--- config.mk ---
export PLATFORM = sky130hd
export DESIGN_NAME = conf_int_div__seq__apx_flat
export DESIGN_NICKNAME = d
export VERILOG_FILES = /design/src/rtl/conf_int_div__seq__apx_pkg.sv /design/src/rtl/conf_int_div__seq__apx_if.sv /design/src/rtl/conf_int_div__seq__apx_step.sv /design/src/rtl/conf_int_div__seq__apx.sv /design/src/flat_wrapper.sv
export SDC_FILE = /design/constraint.sdc
export NUM_CORES = 1
export LEC_CHECK = 0
export CAP_MARGIN = 5
export CORE_MARGIN = 3
export CORE_UTILIZATION = 62
export CTS_BUF_LIST = sky130_fd_sc_hd__clkbuf_8
export DETAILED_ROUTE_END_ITERATION = 6
export PLACE_DENSITY = 0.89
export SYNTH_ARGS = -nofsm -noshare
export SYNTH_HDL_FRONTEND = slang
export SYNTH_SLANG_ARGS = --single-unit
--- constraint.sdc ---
create_clock -name clk -period 13.2 [get_ports clk]
set_input_delay 2.64 -clock clk [delete_from_list [all_inputs] [get_ports clk]]
set_output_delay 2.64 -clock clk [all_outputs]
set_load 0.05 [all_outputs]
--- src/rtl/conf_int_div__seq__apx_pkg.sv ---
// Shared types and helpers for the sequential restoring divider: FSM states,
// the saturated overflow quotient, and the per-mode step count.
package conf_int_div_pkg;

  typedef enum logic [1:0] {
    IDLE = 2'd0,
    CALC = 2'd1,
    DONE = 2'd2
  } state_e;

  // Wide enough for any supported operand width; the top slices it down.
  localparam logic [127:0] OVF_Q_ALL_ONES = '1;

  // Number of quotient bits to produce: all of them in full precision,
  // only the datapath-width MSBs in approximate mode.
  function automatic int step_count(input logic acc_sel, input int op_w, input int dp_w);
    return acc_sel ? op_w : dp_w;
  endfunction

endpackage

--- src/rtl/conf_int_div__seq__apx_if.sv ---
// Operand/result bus of the divider: one request channel (a, b, acc__sel)
// and one response channel (q, r, ovf, apx), each with its own handshake.
interface conf_int_div__seq__apx_if #(
  parameter int OP_BITWIDTH = 32
);
  // Handshake: a transfer happens on a rising edge where valid and ready are
  // both high. The producer holds its payload while valid is high and ready
  // is low; the consumer's ready never depends on the payload.
  logic                       in_valid;
  logic                       in_ready;
  logic [2*OP_BITWIDTH-1:0]   a;
  logic [OP_BITWIDTH-1:0]     b;
  logic                       acc__sel;

  logic                       out_valid;
  logic                       out_ready;
  logic [OP_BITWIDTH-1:0]     q;
  logic [OP_BITWIDTH-1:0]     r;
  logic                       ovf;
  logic                       apx;

  modport master (
    output in_valid, a, b, acc__sel, out_ready,
    input  in_ready, out_valid, q, r, ovf, apx
  );

  modport slave (
    input  in_valid, a, b, acc__sel, out_ready,
    output in_ready, out_valid, q, r, ovf, apx
  );

endinterface

--- src/rtl/conf_int_div__seq__apx_step.sv ---
// One restoring-division step: shift the next dividend bit into the partial
// remainder and subtract the divisor when it fits.
module conf_int_div__step #(
  parameter int W = 32
) (
  input  logic [W-1:0] rem_i,
  input  logic         din_i,
  input  logic [W-1:0] div_i,
  output logic [W-1:0] rem_o,
  output logic         q_o
);

  logic [W:0]   t;
  logic [W-1:0] sub;

  always_comb begin
    t     = {rem_i, din_i};
    // rem_i < div_i keeps t - div_i below 2^W, so the low W bits suffice.
    sub   = t[W-1:0] - div_i;
    q_o   = (t >= {1'b0, div_i});
    rem_o = q_o ? sub : t[W-1:0];
  end

endmodule

--- src/rtl/conf_int_div__seq__apx.sv ---
// Sequential restoring divider (2W / W -> W quotient, W remainder) with an
// approximate mode that only resolves the top DATA_PATH_BITWIDTH quotient bits.
module conf_int_div__seq__apx
  import conf_int_div_pkg::*;
#(
  parameter int OP_BITWIDTH        = 32,
  parameter int DATA_PATH_BITWIDTH = 16
) (
  input  logic                      clk,
  input  logic                      rst,
  conf_int_div__seq__apx_if.slave   bus,
  output state_e                    state_dbg
);

  localparam int W  = OP_BITWIDTH;
  localparam int CW = $clog2(OP_BITWIDTH + 1);

  state_e          state_q, state_d;
  logic [W-1:0]    b_q, b_d;
  logic            acc_q, acc_d;
  logic [W-1:0]    rem_q, rem_d;
  logic [W-1:0]    shift_q, shift_d;
  logic [W-1:0]    quo_q, quo_d;
  logic [CW-1:0]   cnt_q, cnt_d;
  logic [CW-1:0]   n_q, n_d;
  logic [W-1:0]    q_q, q_d;
  logic [W-1:0]    r_q, r_d;
  logic            ovf_q, ovf_d;
  logic            apx_q, apx_d;

  logic [W-1:0]    step_rem_in;
  logic            step_bit_in;
  logic [W-1:0]    step_div_in;
  logic [W-1:0]    step_rem;
  logic            step_q;
  logic            finish;

  // The first step runs in the accept cycle on the raw operands, so the
  // result is ready exactly N cycles after the accept edge.
  always_comb begin
    if (state_q == IDLE) begin
      step_rem_in = bus.a[2*W-1:W];
      step_bit_in = bus.a[W-1];
      step_div_in = bus.b;
    end else begin
      step_rem_in = rem_q;
      step_bit_in = shift_q[W-1];
      step_div_in = b_q;
    end
  end

  conf_int_div__step #(.W(W)) u_step (
    .rem_i (step_rem_in),
    .din_i (step_bit_in),
    .div_i (step_div_in),
    .rem_o (step_rem),
    .q_o   (step_q)
  );

  always_comb begin
    state_d = state_q;
    b_d     = b_q;
    acc_d   = acc_q;
    rem_d   = rem_q;
    shift_d = shift_q;
    quo_d   = quo_q;
    cnt_d   = cnt_q;
    n_d     = n_q;
    q_d     = q_q;
    r_d     = r_q;
    ovf_d   = ovf_q;
    apx_d   = apx_q;
    finish  = 1'b0;

    case (state_q)
      IDLE: begin
        if (bus.in_valid) begin
          b_d   = bus.b;
          acc_d = bus.acc__sel;
          n_d   = CW'(step_count(bus.acc__sel, OP_BITWIDTH, DATA_PATH_BITWIDTH));
          if ((bus.b == '0) || (bus.a[2*W-1:W] >= bus.b)) begin
            // Quotient would not fit in W bits (or divisor is zero).
            state_d = DONE;
            rem_d   = '0;
            shift_d = '0;
            quo_d   = '0;
            cnt_d   = '0;
            q_d     = OVF_Q_ALL_ONES[W-1:0];
            r_d     = '0;
            ovf_d   = 1'b1;
            apx_d   = !bus.acc__sel;
          end else begin
            state_d = CALC;
            rem_d   = step_rem;
            shift_d = bus.a[W-1:0] << 1;
            quo_d   = W'(step_q);
            cnt_d   = CW'(1);
            finish  = (n_d == CW'(1));
          end
        end
      end

      CALC: begin
        rem_d   = step_rem;
        shift_d = shift_q << 1;
        quo_d   = (quo_q << 1) | W'(step_q);
        cnt_d   = cnt_q + CW'(1);
        finish  = (cnt_d == n_q);
      end

      DONE: begin
        if (bus.out_ready) begin
          state_d = IDLE;
        end
      end

      default: begin
        state_d = IDLE;
      end
    endcase

    // Left-justify the N computed bits; in full precision the shift is zero.
    if (finish) begin
      state_d = DONE;
      q_d     = quo_d << (CW'(W) - n_d);
      r_d     = acc_d ? rem_d : '0;
      ovf_d   = 1'b0;
      apx_d   = !acc_d;
    end
  end

  always_ff @(posedge clk) begin
    if (rst) begin
      state_q <= IDLE;
      b_q     <= '0;
      acc_q   <= 1'b0;
      rem_q   <= '0;
      shift_q <= '0;
      quo_q   <= '0;
      cnt_q   <= '0;
      n_q     <= '0;
      q_q     <= '0;
      r_q     <= '0;
      ovf_q   <= 1'b0;
      apx_q   <= 1'b0;
    end else begin
      state_q <= state_d;
      b_q     <= b_d;
      acc_q   <= acc_d;
      rem_q   <= rem_d;
      shift_q <= shift_d;
      quo_q   <= quo_d;
      cnt_q   <= cnt_d;
      n_q     <= n_d;
      q_q     <= q_d;
      r_q     <= r_d;
      ovf_q   <= ovf_d;
      apx_q   <= apx_d;
    end
  end

  assign bus.in_ready  = (state_q == IDLE);
  assign bus.out_valid = (state_q == DONE);
  assign bus.q         = q_q;
  assign bus.r         = r_q;
  assign bus.ovf       = ovf_q;
  assign bus.apx       = apx_q;
  assign state_dbg     = state_q;

endmodule
--- src/flat_wrapper.sv ---
// flat-port wrapper written by rule: the top's interface ports become plain ports
module conf_int_div__seq__apx_flat import conf_int_div_pkg::*;
#(
  parameter int OP_BITWIDTH        = 32,
  parameter int DATA_PATH_BITWIDTH = 16
)
  (clk, rst, state_dbg, bus_in_valid, bus_a, bus_b, bus_acc__sel, bus_out_ready, bus_in_ready, bus_out_valid, bus_q, bus_r, bus_ovf, bus_apx);
  conf_int_div__seq__apx_if #(.OP_BITWIDTH(OP_BITWIDTH)) bus_i ();
  input  logic clk;
  input  logic rst;
  output state_e state_dbg;
  input wire logic [$bits(bus_i.in_valid)-1:0] bus_in_valid;
  input wire logic [$bits(bus_i.a)-1:0] bus_a;
  input wire logic [$bits(bus_i.b)-1:0] bus_b;
  input wire logic [$bits(bus_i.acc__sel)-1:0] bus_acc__sel;
  input wire logic [$bits(bus_i.out_ready)-1:0] bus_out_ready;
  output wire logic [$bits(bus_i.in_ready)-1:0] bus_in_ready;
  output wire logic [$bits(bus_i.out_valid)-1:0] bus_out_valid;
  output wire logic [$bits(bus_i.q)-1:0] bus_q;
  output wire logic [$bits(bus_i.r)-1:0] bus_r;
  output wire logic [$bits(bus_i.ovf)-1:0] bus_ovf;
  output wire logic [$bits(bus_i.apx)-1:0] bus_apx;
  assign bus_i.in_valid = bus_in_valid;
  assign bus_i.a = bus_a;
  assign bus_i.b = bus_b;
  assign bus_i.acc__sel = bus_acc__sel;
  assign bus_i.out_ready = bus_out_ready;
  assign bus_in_ready = bus_i.in_ready;
  assign bus_out_valid = bus_i.out_valid;
  assign bus_q = bus_i.q;
  assign bus_r = bus_i.r;
  assign bus_ovf = bus_i.ovf;
  assign bus_apx = bus_i.apx;
  conf_int_div__seq__apx #(.OP_BITWIDTH(OP_BITWIDTH), .DATA_PATH_BITWIDTH(DATA_PATH_BITWIDTH)) u_core (.clk(clk), .rst(rst), .bus(bus_i), .state_dbg(state_dbg));
endmodule
==> results of run 1 <==
-- cells in the final DEF (no fill, tap or decap), types with 7 or more instances in the layout --
cell type / count
sky130_fd_sc_hd__dfxtp_1: 207
sky130_fd_sc_hd__nand2_1: 186
sky130_fd_sc_hd__clkdlybuf4s50_1: 169
sky130_fd_sc_hd__nor2_1: 168
sky130_fd_sc_hd__a21oi_1: 114
sky130_fd_sc_hd__mux2i_1: 95
sky130_fd_sc_hd__o21ai_0: 79
sky130_fd_sc_hd__ha_1: 66
sky130_fd_sc_hd__inv_1: 59
sky130_fd_sc_hd__a22oi_1: 53
sky130_fd_sc_hd__clkbuf_8: 47
sky130_fd_sc_hd__mux2_2: 36
sky130_fd_sc_hd__a222oi_1: 31
sky130_fd_sc_hd__xnor2_1: 24
sky130_fd_sc_hd__nand3_1: 22
sky130_fd_sc_hd__nor3_1: 21
sky130_fd_sc_hd__a211oi_1: 18
sky130_fd_sc_hd__a21o_1: 16
sky130_fd_sc_hd__nand4_1: 15
sky130_fd_sc_hd__and2_1: 14
sky130_fd_sc_hd__a22o_1: 14
sky130_fd_sc_hd__nor4_1: 13
sky130_fd_sc_hd__xor2_1: 13
sky130_fd_sc_hd__buf_4: 13
sky130_fd_sc_hd__a31oi_1: 12
sky130_fd_sc_hd__o31ai_1: 10
sky130_fd_sc_hd__nand2b_1: 9
sky130_fd_sc_hd__a221oi_1: 9
sky130_fd_sc_hd__and3_1: 8
sky130_fd_sc_hd__o211ai_1: 7
sky130_fd_sc_hd__o21a_1: 7
sky130_fd_sc_hd__o22ai_1: 7
-- state kept, by name (all words and copies together), names as in the netlist --
signal            flops
u_core.b_q           32
u_core.bus.q         32
u_core.bus.r         32
u_core.quo_q         32
u_core.rem_q         32
u_core.shift_q       31
u_core.cnt_q          6
u_core.n_q            6
u_core.state_dbg      2
u_core.acc_q          1
u_core.bus.apx        1
u_core.bus.ovf        1
-- per-layer routing --
metal  vias up  routed length (um)  GRT usage  part of all wire
li1       5843                   -          -                 -
met1      6003               16300      0.453              0.41
met2       742               17700      0.541              0.45
met3       154                3910     0.0664             0.099
met4         0                1660      0.152             0.042
met5         -                   0          0                 0
-- worst reg2reg max path, delay by kind of cell (launching register included) --
family / cells / cell delay [ns]
compound gates: 5 / 1.61
buf+inv: 1 / 0.75
simple gates: 5 / 1.64
mux: 1 / 0.55
fa+ha+maj: 1 / 0.40
flops: 1 / 0.44
-- final timing paths --
| check | slack, ns | cells after the start | end | from |
|---|---|---|---|---|
| max reg2reg | 7.73 | 13 | u_core.bus.q[2] | u_core.state_dbg[1] |
| min reg2reg | 0.45 | 2 | u_core.bus.r[19] | u_core.bus.r[19] |
| max | 6.63 | 14 | u_core.bus.q[30] | bus_in_valid |
| min | 0.45 | 2 | u_core.bus.r[19] | u_core.bus.r[19] |
-- power by group through the flow --
stage          registers [mW]  logic, mW  clock network [mW]
2_1_floorplan           0.806      0.735                   0
3_3_place_gp            0.758       1.02                   0
3_5_place_dp            0.760       1.05                   0
4_1_cts                 0.749       1.06               0.654
5_1_grt                 0.758       1.16               0.681
6_report                0.752       1.09               0.650
-- through the flow --
step | std cells | util | total power, mW | instance area (um^2) | hold slack [ns]
6_report | 1937 | 0.768 | 2.49 | 15100 | 0.445
2_1_floorplan | 1529 | - | 1.54 | 12600 | 0.429
3_3_place_gp | 1874 | 0.727 | 1.77 | 14300 | 0.428
4_1_cts | 1937 | 0.768 | 2.46 | 15100 | 0.447
3_5_place_dp | 1874 | 0.727 | 1.81 | 14300 | 0.441
5_1_grt | 1937 | 0.768 | 2.60 | 15100 | 0.469
-- final cells by class --
cell class | instances | share of cell area
inverter | 51 | 0.0126
clock inverter | 16 | 0.00992
multi-input combinational | 1168 | 0.520
sequential | 208 | 0.275
timing repair buffer | 182 | 0.118
tap | 265 | 0.0219
clock buffer | 47 | 0.0427
-- cells by family after synthesis --
group	share of synthesized area
compound gates	0.239
xor+xnor	0.0286
fa+ha+maj	0.0671
buf+inv	0.0491
flops	0.330
mux	0.113
simple gates	0.173
==> summary.txt, run 1 <==
Run status: finished, violations left
Violated checks: design-rule violations
Post-synthesis net count: 1697
Post-synth EDFFs: 0
Cell with the largest stage delay on the worst path: sky130_fd_sc_hd__nor3_1
H-tree levels: 2
DRC violations left: 12
CTS Hold Buffers Added: 0
Net load switching power: 0.986 mW
First-pass detailed-route iteration total: 7
Pins over their slew limit: 0
Hold crit path type: reg2reg
# port buffers: 170
Post-CTS setup buffer count: 0
Fraction of final layout cells with drive strength greater than 1: 0.0849
Commonest cells in the netlist: sky130_fd_sc_hd__dfxtp_1 (208), sky130_fd_sc_hd__nand2_1 (186), sky130_fd_sc_hd__nor2_1 (171)
Final net count: 1815
Number of instances in the synthesized netlist: 1529
Die span in x: 149 um
Number of nets with antenna violations after routing: 0
Maximum fanout count along the critical path: 53
Crit share post-route: 0.498
Maximum VDD drop: 0.0986 mV
Required time at the worst-slack endpoint: 13.64 ns
Cell breakdown of the critical path: clkdlybuf4s50_1 -> or3b_2 -> buf_4 -> nand2_1 -> ha_1 -> inv_1 -> o41ai_1 -> o22ai_1 -> nor3_1 -> buf_4 -> o211ai_1 -> o2111ai_1 -> a21oi_1 -> nor3_1
Share of synthesized registers carrying an async set or reset: 0
CTS tree: built
Slew at the pin closest to its max-slew limit: 1.22 ns
Number of gates resized after cts: 0
Smallest setup slack after layout: 6.63 ns
Growth of design area from synthesis to finish: 20.1%
Number of buffers and inverters on the critical path: 4
Maximum cell stage delay along the critical path: 0.59 ns
Post-Syn Area per Cell: 8.25 um^2
Final Hold Vio Count: 0
Area of the multi-input gates: 7870 um^2
Library cell occupying the most area in the post-synthesis netlist: sky130_fd_sc_hd__dfxtp_1
Overall routing resource usage: 0.341
Number of warnings printed during yosys synthesis: 0
Arrival time worst endpoint: 7.01 ns
Fraction of synthesized cell area taken by the top area cell type: 0.330
Sink count of the clock tree: 208
Die Footprint: 22100 um^2
Count of max-cap constraint violations: 0
Avg Vias per Cell: 6.58
CTS Buffer Depth: 3
Maximum achievable frequency: 0.152 GHz
Clock latency on the worst-skew pair: 0.55 ns
Count of cell types in the netlist: 84
Clock tree skew after final layout: 0.0383 ns
PD cells: 164 nW/um^2
Leading cell type by number of instances after synthesis: sky130_fd_sc_hd__dfxtp_1
Portion of the post-synthesis area used by sequential elements: 0.330
Final wirelength: 39600 um
Count of endpoints failing setup in the final report: 0
Row cnt: 51
Kind of start point of the critical path: primary input
Inserted Diodes: 0
Die Y-Extent: 149 um
Sw frac: 0.396
Worst Setup Path Type: in2reg
Cell family with most CP delay: simple AND/OR/NAND/NOR gates
Via count of the first global-routing pass: 12129
Ys flop type: sky130_fd_sc_hd__dfxtp_1
Initial drt markers: 1361
Via count of the routed design: 12742
Final RePlAce weighted congestion: 0.978
Clock-pin slew on the worst setup and hold paths: 0.07 ns
Final total negative setup slack: 0 ns
Ports placed on the boundary: 171
Largest net degree at the start of global routing: 78
Clock power frac: 0.261
Register cell area after layout: 4170 um^2
Largest cells by area after synthesis: sky130_fd_sc_hd__dfxtp_1 (33%), sky130_fd_sc_hd__mux2i_1 (7.5%), sky130_fd_sc_hd__ha_1 (6.5%)
Kind of end point of the critical path: flop
Core Area: 19700 um^2
Total congestion overflow: 0
Filler cell count in the final layout: 1433
Root Buffer: sky130_fd_sc_hd__clkbuf_8
Total standard cell area after synthesis: 12600 um^2
Detail Placement HPWL: 27300 um
Reg power frac: 0.302
Setup repair after global routing missed its margin: no
Total leakage power: 6.22 nW
Internal cell power: 1.50 mW
Comb power frac: 0.437
Number of antenna violations at the first check in global routing: 0
Placement Setup Slack: 6.23 ns
First-pass GRT wire length: 61900 um
Synthesis-stage register bit count: 208
Slew Limit Headroom: 0.187
TritonCTS Buffers: 36
Routed len/inst: 20.4 um
Effective utilization at floorplan: 0.640
Clock period minus worst slack: 6.57 ns
Power figures use the tool's default switching activity.
==> run 2: changes to the inputs <==
- CORE_UTILIZATION: 62 -> 58
- PLACE_DENSITY: 0.89 -> 0.84
- clock period: 13.2 -> 6.05 ns (I/O delays scaled with it)
==> run 2 against run 1 <==
Against the previous run:
- the run still ends with design-rule violations left
- clock skew down 0.017 ns
- sequential power up 120%
- design area up 0.18%
- cell count up 1.1%
- sequential share of layout area about the same
- wire length down 0.27%
- combinational power up 120%
- via count down 2.5%
- core utilization down 5.3 points
- global-route usage down 2.2 points
- clock-buffer cell count unchanged
- clock power up 100%
- critical endpoint is now u_core.bus.q[7]
- highest routed layer unchanged
==> summary.txt, run 2 (same netlist as run 1, synthesis figures left out) <==
Violated checks: design-rule violations
Maximum achievable frequency: 0.202 GHz
Total congestion overflow: 0 (unchanged)
Detail Placement HPWL: 28000 um (+2.6%)
Avg Vias per Cell: 6.35 (-3.5%)
Setup repair after global routing missed its margin: no
Pins over their slew limit: 0 (unchanged)
Worst Setup Path Type: reg2reg
Maximum cell stage delay along the critical path: 0.51 ns (-0.08 ns)
Final wirelength: 39400 um (-0.27%)
Slew at the pin closest to its max-slew limit: 0.994 ns (-0.224 ns)
CTS Buffer Depth: 3 (unchanged)
Initial drt markers: 1331 (-2.2%)
Final Core Density: 0.715 (-0.0531)
Routed len/inst: 20.1 um (-1.3%)
Final RePlAce weighted congestion: 0.998 (+2.0%)
Largest net degree at the start of global routing: 71 (-9.0%)
H-tree levels: 2 (unchanged)
DRC violations left: 11 (-1)
Met1 Usage GRT: 0.440 (-0.0130)
Crit share post-route: 0.818
Number of buffers and inverters on the critical path: 1 (-3)
Hold crit path type: reg2reg
Core Area: 21200 um^2 (+7.6%)
Cell family with most CP delay: compound AO/OA/AOI/OAI gates
Arrival time worst endpoint: 5.42 ns (-1.59 ns)
TritonCTS Buffers: 37 (+2.8%)
GR Layer Usage met2: 0.504 (-0.0371)
Clock-pin slew on the worst setup and hold paths: 0.06 ns (about the same)
R2R cell count: 13 (unchanged)
Smallest setup slack after layout: 1.10 ns (-5.53 ns)
First-pass GRT wire length: 62400 um (+0.74%)
Effective utilization at floorplan: 0.594 (-0.0453)
Inserted Diodes: 0 (unchanged)
Kind of end point of the critical path: flop
Min-Delay Path Depth: 2 (unchanged)
Kind of start point of the critical path: flop
CTS Hold Buffers Added: 0 (unchanged)
Number of antenna violations at the first check in global routing: 0 (unchanged)
Most used cells in the layout excluding fill and tap cells: sky130_fd_sc_hd__dfxtp_1 (207), sky130_fd_sc_hd__nand2_1 (186), sky130_fd_sc_hd__clkdlybuf4s50_1 (169)
Run status: finished, violations left
Die Y-Extent: 153 um (+3.3%)
Cell breakdown of the critical path: nor2_4 -> buf_4 -> mux2_2 -> ha_1 -> nand4_2 -> or3_4 -> nor3_2 -> o211ai_2 -> o211ai_4 -> o21ai_4 -> a21oi_1 -> o21ai_0 -> o21ai_0
Final net count: 1825 (+0.55%)
Root Buffer: sky130_fd_sc_hd__clkbuf_8
Clock latency on the worst-skew pair: 0.55 ns (about the same)
Maximum VDD drop: 0.213 mV (+120%)
Overall routing resource usage: 0.319 (-0.0216)
Critical path's most frequent cell: sky130_fd_sc_hd__o21ai_0
Growth of design area from synthesis to finish: 20.3%
Count of endpoints failing setup in the final report: 0 (unchanged)
Final total negative setup slack: 0 ns (unchanged)
Total leakage power: 6.25 nW (+0.48%)
Die Footprint: 23500 um^2 (+6.6%)
Cell area after layout: 15200 um^2 (+0.18%)
First-pass detailed-route iteration total: 7 (unchanged)
Die span in x: 153 um (+3.3%)
Post-detailed-placement cell area: 14400 um^2 (+0.65%)
Count of max-cap constraint violations: 0 (unchanged)
Post-CTS setup buffer count: 0 (unchanged)
Clock tree skew after final layout: 0.0209 ns (-0.0174 ns)
Number of gates resized after cts: 0 (unchanged)
Non-filler instance count after layout: 1958 (+1.1%)
Slew Limit Headroom: 0.337 (+0.150)
Clock period minus worst slack: 4.95 ns
PD cells: 350 nW/um^2 (+110%)
Row cnt: 53 (+3.9%)
Placed Instances: 1893 (+1.0%)
Highest-utilization routing layer at the global route stage: met2
Sink count of the clock tree: 208 (unchanged)
Met3 global-route usage: 0.0620 (-0.00442)
Critical Path Stages: 13 (-1)
Cell with the largest stage delay on the worst path: sky130_fd_sc_hd__nor2_4
CTS tree: built
Via count of the first global-routing pass: 11993 (-1.1%)
Placement Setup Slack: 0.766 ns (-5.47 ns)
Maximum fanout count along the critical path: 22 (-58%)
Ports placed on the boundary: 171 (unchanged)
Required time at the worst-slack endpoint: 6.52 ns (-7.12 ns)
Fraction of final layout cells with drive strength greater than 1: 0.0891 (+0.00420)
Commonest non-fill, non-tap cell in the layout: sky130_fd_sc_hd__dfxtp_1
# port buffers: 170 (unchanged)
Number of nets with antenna violations after routing: 0 (unchanged)
Via count of the routed design: 12429 (-2.5%)
Final Hold Vio Count: 0 (unchanged)
==> run 2: cell types whose count changed in the layout (fill, tap and decap cells not counted), sizes merged <==
| cell | before | now |
|---|---|---|
| buf | 13 | 22 |
| clkinv | 2 | 3 |
| bufinv | 3 | 0 |
| inv | 61 | 65 |
==> run 2: tightest hold or removal path: stages (launching register included) <==
cell and delay, ns:
sky130_fd_sc_hd__dfxtp_1 0.31, sky130_fd_sc_hd__nand2_1 0.05, sky130_fd_sc_hd__nand2_1 0.04
==> run 2: final timing paths <==
check                                    startpoint                to  slack (ns)
worst min-delay path               u_core.bus.r[19]  u_core.bus.r[19]        0.44
worst min register to register     u_core.bus.r[19]  u_core.bus.r[19]        0.44
worst max-delay path            u_core.state_dbg[1]   u_core.bus.q[7]        1.10
worst max register to register  u_core.state_dbg[1]   u_core.bus.q[7]        1.10
==> run 2: cell type report <==
type | instances | area [um^2]
Tap cell | 275 | 344
Clock buffer | 47 | 647
Fill cell | 1702 | 6050
Inverter | 51 | 191
Multi-Input combinational cell | 1168 | 7870
Timing Repair Buffer | 191 | 1870
Sequential cell | 208 | 4170
Clock inverter | 18 | 85.1
==> run 2: where the power goes <==
group | switching [mW] | leakage (nW) | internal [mW]
sequential | 0.109 | 1.70 | 1.53
combinational | 1.43 | 4.13 | 0.939
clock | 0.601 | 0.423 | 0.700
total | 2.14 | 6.25 | 3.17
==> run 2: per-layer routing <==
layer | vias to the layer above | wire, um
li1 | 5865 | -
met1 | 5900 | 17100
met2 | 565 | 17600
met3 | 99 | 3420
met4 | 0 | 1270
met5 | - | 0
==> run 2: per-stage QoR <==
stage                     hold WS, ns  total power, mW
after floorplan                 0.429             3.36
after global placement          0.430             3.93
after detailed placement        0.432             3.97
after CTS                       0.441             5.29
after global routing            0.470             5.59
final                           0.441             5.31
==> run 3: changes to the inputs <==
- CORE_UTILIZATION: 58 -> 52
- PLACE_DENSITY: 0.84 -> 0.79
- clock period: 6.05 -> 4.17 ns (I/O delays scaled with it)
==> run 3 against run 2 <==
Against the previous run:
- the flow now finishes without violations
- fmax grew 25%
- die area grew 11%
- highest routed layer unchanged
- core utilization is 4.4 points lower
- worst hold slack improved by 0.0053 ns
- flip-flop and latch count stayed put
- critical endpoint is now u_core.bus.q[23]
- global-route usage decreased by 2.2 points
- worst setup slack got worse by 0.90 ns
- via count rose by 1.9%
- cell count is 6.4% higher
==> summary.txt, run 3 (same netlist as run 1, synthesis figures left out) <==
Smallest setup slack after layout: 0.196 ns (-0.903 ns)
Number of gates resized after cts: 0 (unchanged)
Post-detailed-placement cell area: 15200 um^2 (+5.3%)
Count of max-cap constraint violations: 0 (unchanged)
Required time at the worst-slack endpoint: 4.61 ns (-1.91 ns)
Initial drt markers: 1280 (-3.8%)
Slew Limit Headroom: 0.387 (+0.0494)
Routed len/inst: 19.3 um (-4.0%)
Number of antenna violations at the first check in global routing: 0 (unchanged)
Maximum VDD drop: 0.323 mV (+52%)
CTS Hold Buffers Added: 0 (unchanged)
Endpoint of the lowest-slack register-to-register path: u_core.bus.q[23]
Final net count: 1911 (+4.7%)
Min-Delay Path Depth: 2 (unchanged)
Final Hold Vio Count: 0 (unchanged)
Filler cell count in the final layout: 2015 (+18%)
Slew at the pin closest to its max-slew limit: 0.920 ns (-0.0741 ns)
Clock-pin slew on the worst setup and hold paths: 0.06 ns (about the same)
Cell area after layout: 15900 um^2 (+4.7%)
Growth of design area from synthesis to finish: 25.9%
R2R cell count: 14 (+1)
Kind of end point of the critical path: flop
Via count of the routed design: 12665 (+1.9%)
# port buffers: 170 (unchanged)
Root Buffer: sky130_fd_sc_hd__clkbuf_8
Startpoint of the lowest-slack register-to-register path: u_core.state_dbg[1]
Minimum setup slack among reg-to-reg paths: 0.20 ns (-0.90 ns)
Post-CTS setup buffer count: 0 (unchanged)
Overall routing resource usage: 0.298 (-0.0217)
Arrival time worst endpoint: 4.42 ns (-1.00 ns)
Maximum fanout count along the critical path: 39 (+77%)
Die span in x: 162 um (+5.4%)
Hold Crit Start: u_core.bus.r[19]
Clock period minus worst slack: 3.97 ns (-0.977 ns)
Clock latency on the worst-skew pair: 0.53 ns (-0.02 ns)
DRC violations left: 0 (-11)
Effective utilization at floorplan: 0.532 (-0.0618)
Pins over their slew limit: 0 (unchanged)
First-pass GRT wire length: 63900 um (+2.5%)
Clock tree skew after final layout: 0.0156 ns (-0.00527 ns)
Final wirelength: 40300 um (+2.2%)
Maximum achievable frequency: 0.252 GHz (+25%)
Total congestion overflow: 0 (unchanged)
Count of endpoints failing setup in the final report: 0 (unchanged)
Sink of the worst hold path: u_core.bus.r[19]
Cell with the largest stage delay on the worst path: sky130_fd_sc_hd__a21oi_1
Via count of the first global-routing pass: 12357 (+3.0%)
Fraction of final layout cells with drive strength greater than 1: 0.131 (+0.0423)
Die Footprint: 26200 um^2 (+11%)
TritonCTS Buffers: 36 (-2.7%)
Final Core Density: 0.671 (-0.0442)
Die Y-Extent: 162 um (+5.4%)
Number of nets with antenna violations after routing: 0 (unchanged)
CTS Buffer Depth: 3 (unchanged)
Placement Setup Slack: -0.128 ns (-0.894 ns)
Commonest non-fill, non-tap cell in the layout: sky130_fd_sc_hd__dfxtp_1
Worst Setup Path Type: reg2reg
Detail Placement HPWL: 29800 um (+6.5%)
Run status: complete, no violations
Maximum cell stage delay along the critical path: 0.50 ns (about the same)
CTS tree: built
Largest net degree at the start of global routing: 70 (-1.4%)
Total leakage power: 6.66 nW (+6.7%)
Setup repair after global routing missed its margin: no
Cell breakdown of the critical path: nor2_4 -> buf_12 -> mux2i_1 -> inv_1 -> ha_1 -> nand4_2 -> or3_4 -> nor3_2 -> o211ai_2 -> o211ai_4 -> o21ai_4 -> a21oi_1 -> o21ai_0 -> o22ai_1
H-tree levels: 2 (unchanged)
Hold crit path type: reg2reg
Sink count of the clock tree: 208 (unchanged)
First-pass detailed-route iteration total: 7 (unchanged)
Inserted Diodes: 0 (unchanged)
Kind of start point of the critical path: flop
Ports placed on the boundary: 171 (unchanged)
Most used cells in the layout excluding fill and tap cells: sky130_fd_sc_hd__dfxtp_1 (207), sky130_fd_sc_hd__nand2_1 (186), sky130_fd_sc_hd__clkdlybuf4s50_1 (169)
Row cnt: 56 (+5.7%)
Core Area: 23700 um^2 (+12%)
PD cells: 503 nW/um^2 (+44%)
Crit share post-route: 0.953 (+0.135)
Avg Vias per Cell: 6.08 (-4.3%)
Final RePlAce weighted congestion: 1.01 (+0.75%)
Final total negative setup slack: 0 ns (unchanged)
run 3: layer usage:
metal,part of all wire,GRT usage,up-vias
met5,0,0,-
met2,0.46,0.480,597
met3,0.091,0.0691,85
li1,-,-,6031
met1,0.42,0.393,5952
met4,0.029,0.107,0
run 3: worst max-delay path: cells and delay by family (launching register included):
kind	cells	cell delay [ns]
adder cells (fa/ha/maj)	1	0.40
flip-flops	1	0.35
AND/OR/NAND/NOR	4	1.02
buffers and inverters	2	0.34
multiplexers	1	0.32
AO/OA/AOI/OAI	6	1.40
run 3: stage by stage:
stage / hold slack (ns) / std cells / total power [mW]
floorplan: 0.429 / 1529 / 4.89
global placement: 0.425 / 2024 / 6.02
detailed placement: 0.443 / 2024 / 6.11
CTS: 0.451 / 2084 / 7.95
global route: 0.475 / 2084 / 8.42
finish: 0.447 / 2084 / 7.99
run 3: how the worst max path moves through the flow:
stage                             start          endpoint  slack [ns]
global route        u_core.state_dbg[1]  u_core.bus.q[23]        0.04
floorplan           u_core.state_dbg[1]  u_core.bus.q[28]        0.04
CTS                 u_core.state_dbg[1]  u_core.bus.r[12]        0.27
finish              u_core.state_dbg[1]  u_core.bus.q[23]        0.20
global placement              bus_a[45]  u_core.bus.q[26]       -0.09
detailed placement            bus_a[43]  u_core.bus.r[12]       -0.13
run 3: where the power goes:
group          switching [mW]  total, mW  internal (mW)
Clock                   0.838       1.83          0.990
Combinational            2.16       3.79           1.63
Sequential              0.145       2.37           2.22
Total                    3.15       7.99           4.84
run 3: cell type report:
class | count | area, um^2 | share of cell area
Sequential cell | 208 | 4170 | 0.262
Clock inverter | 17 | 95.1 | 0.00599
Multi-Input combinational cell | 1168 | 7870 | 0.495
Clock buffer | 43 | 592 | 0.0373
Inverter | 51 | 191 | 0.0121
Timing Repair Buffer | 278 | 2570 | 0.162
Tap cell | 319 | 399 | 0.0251
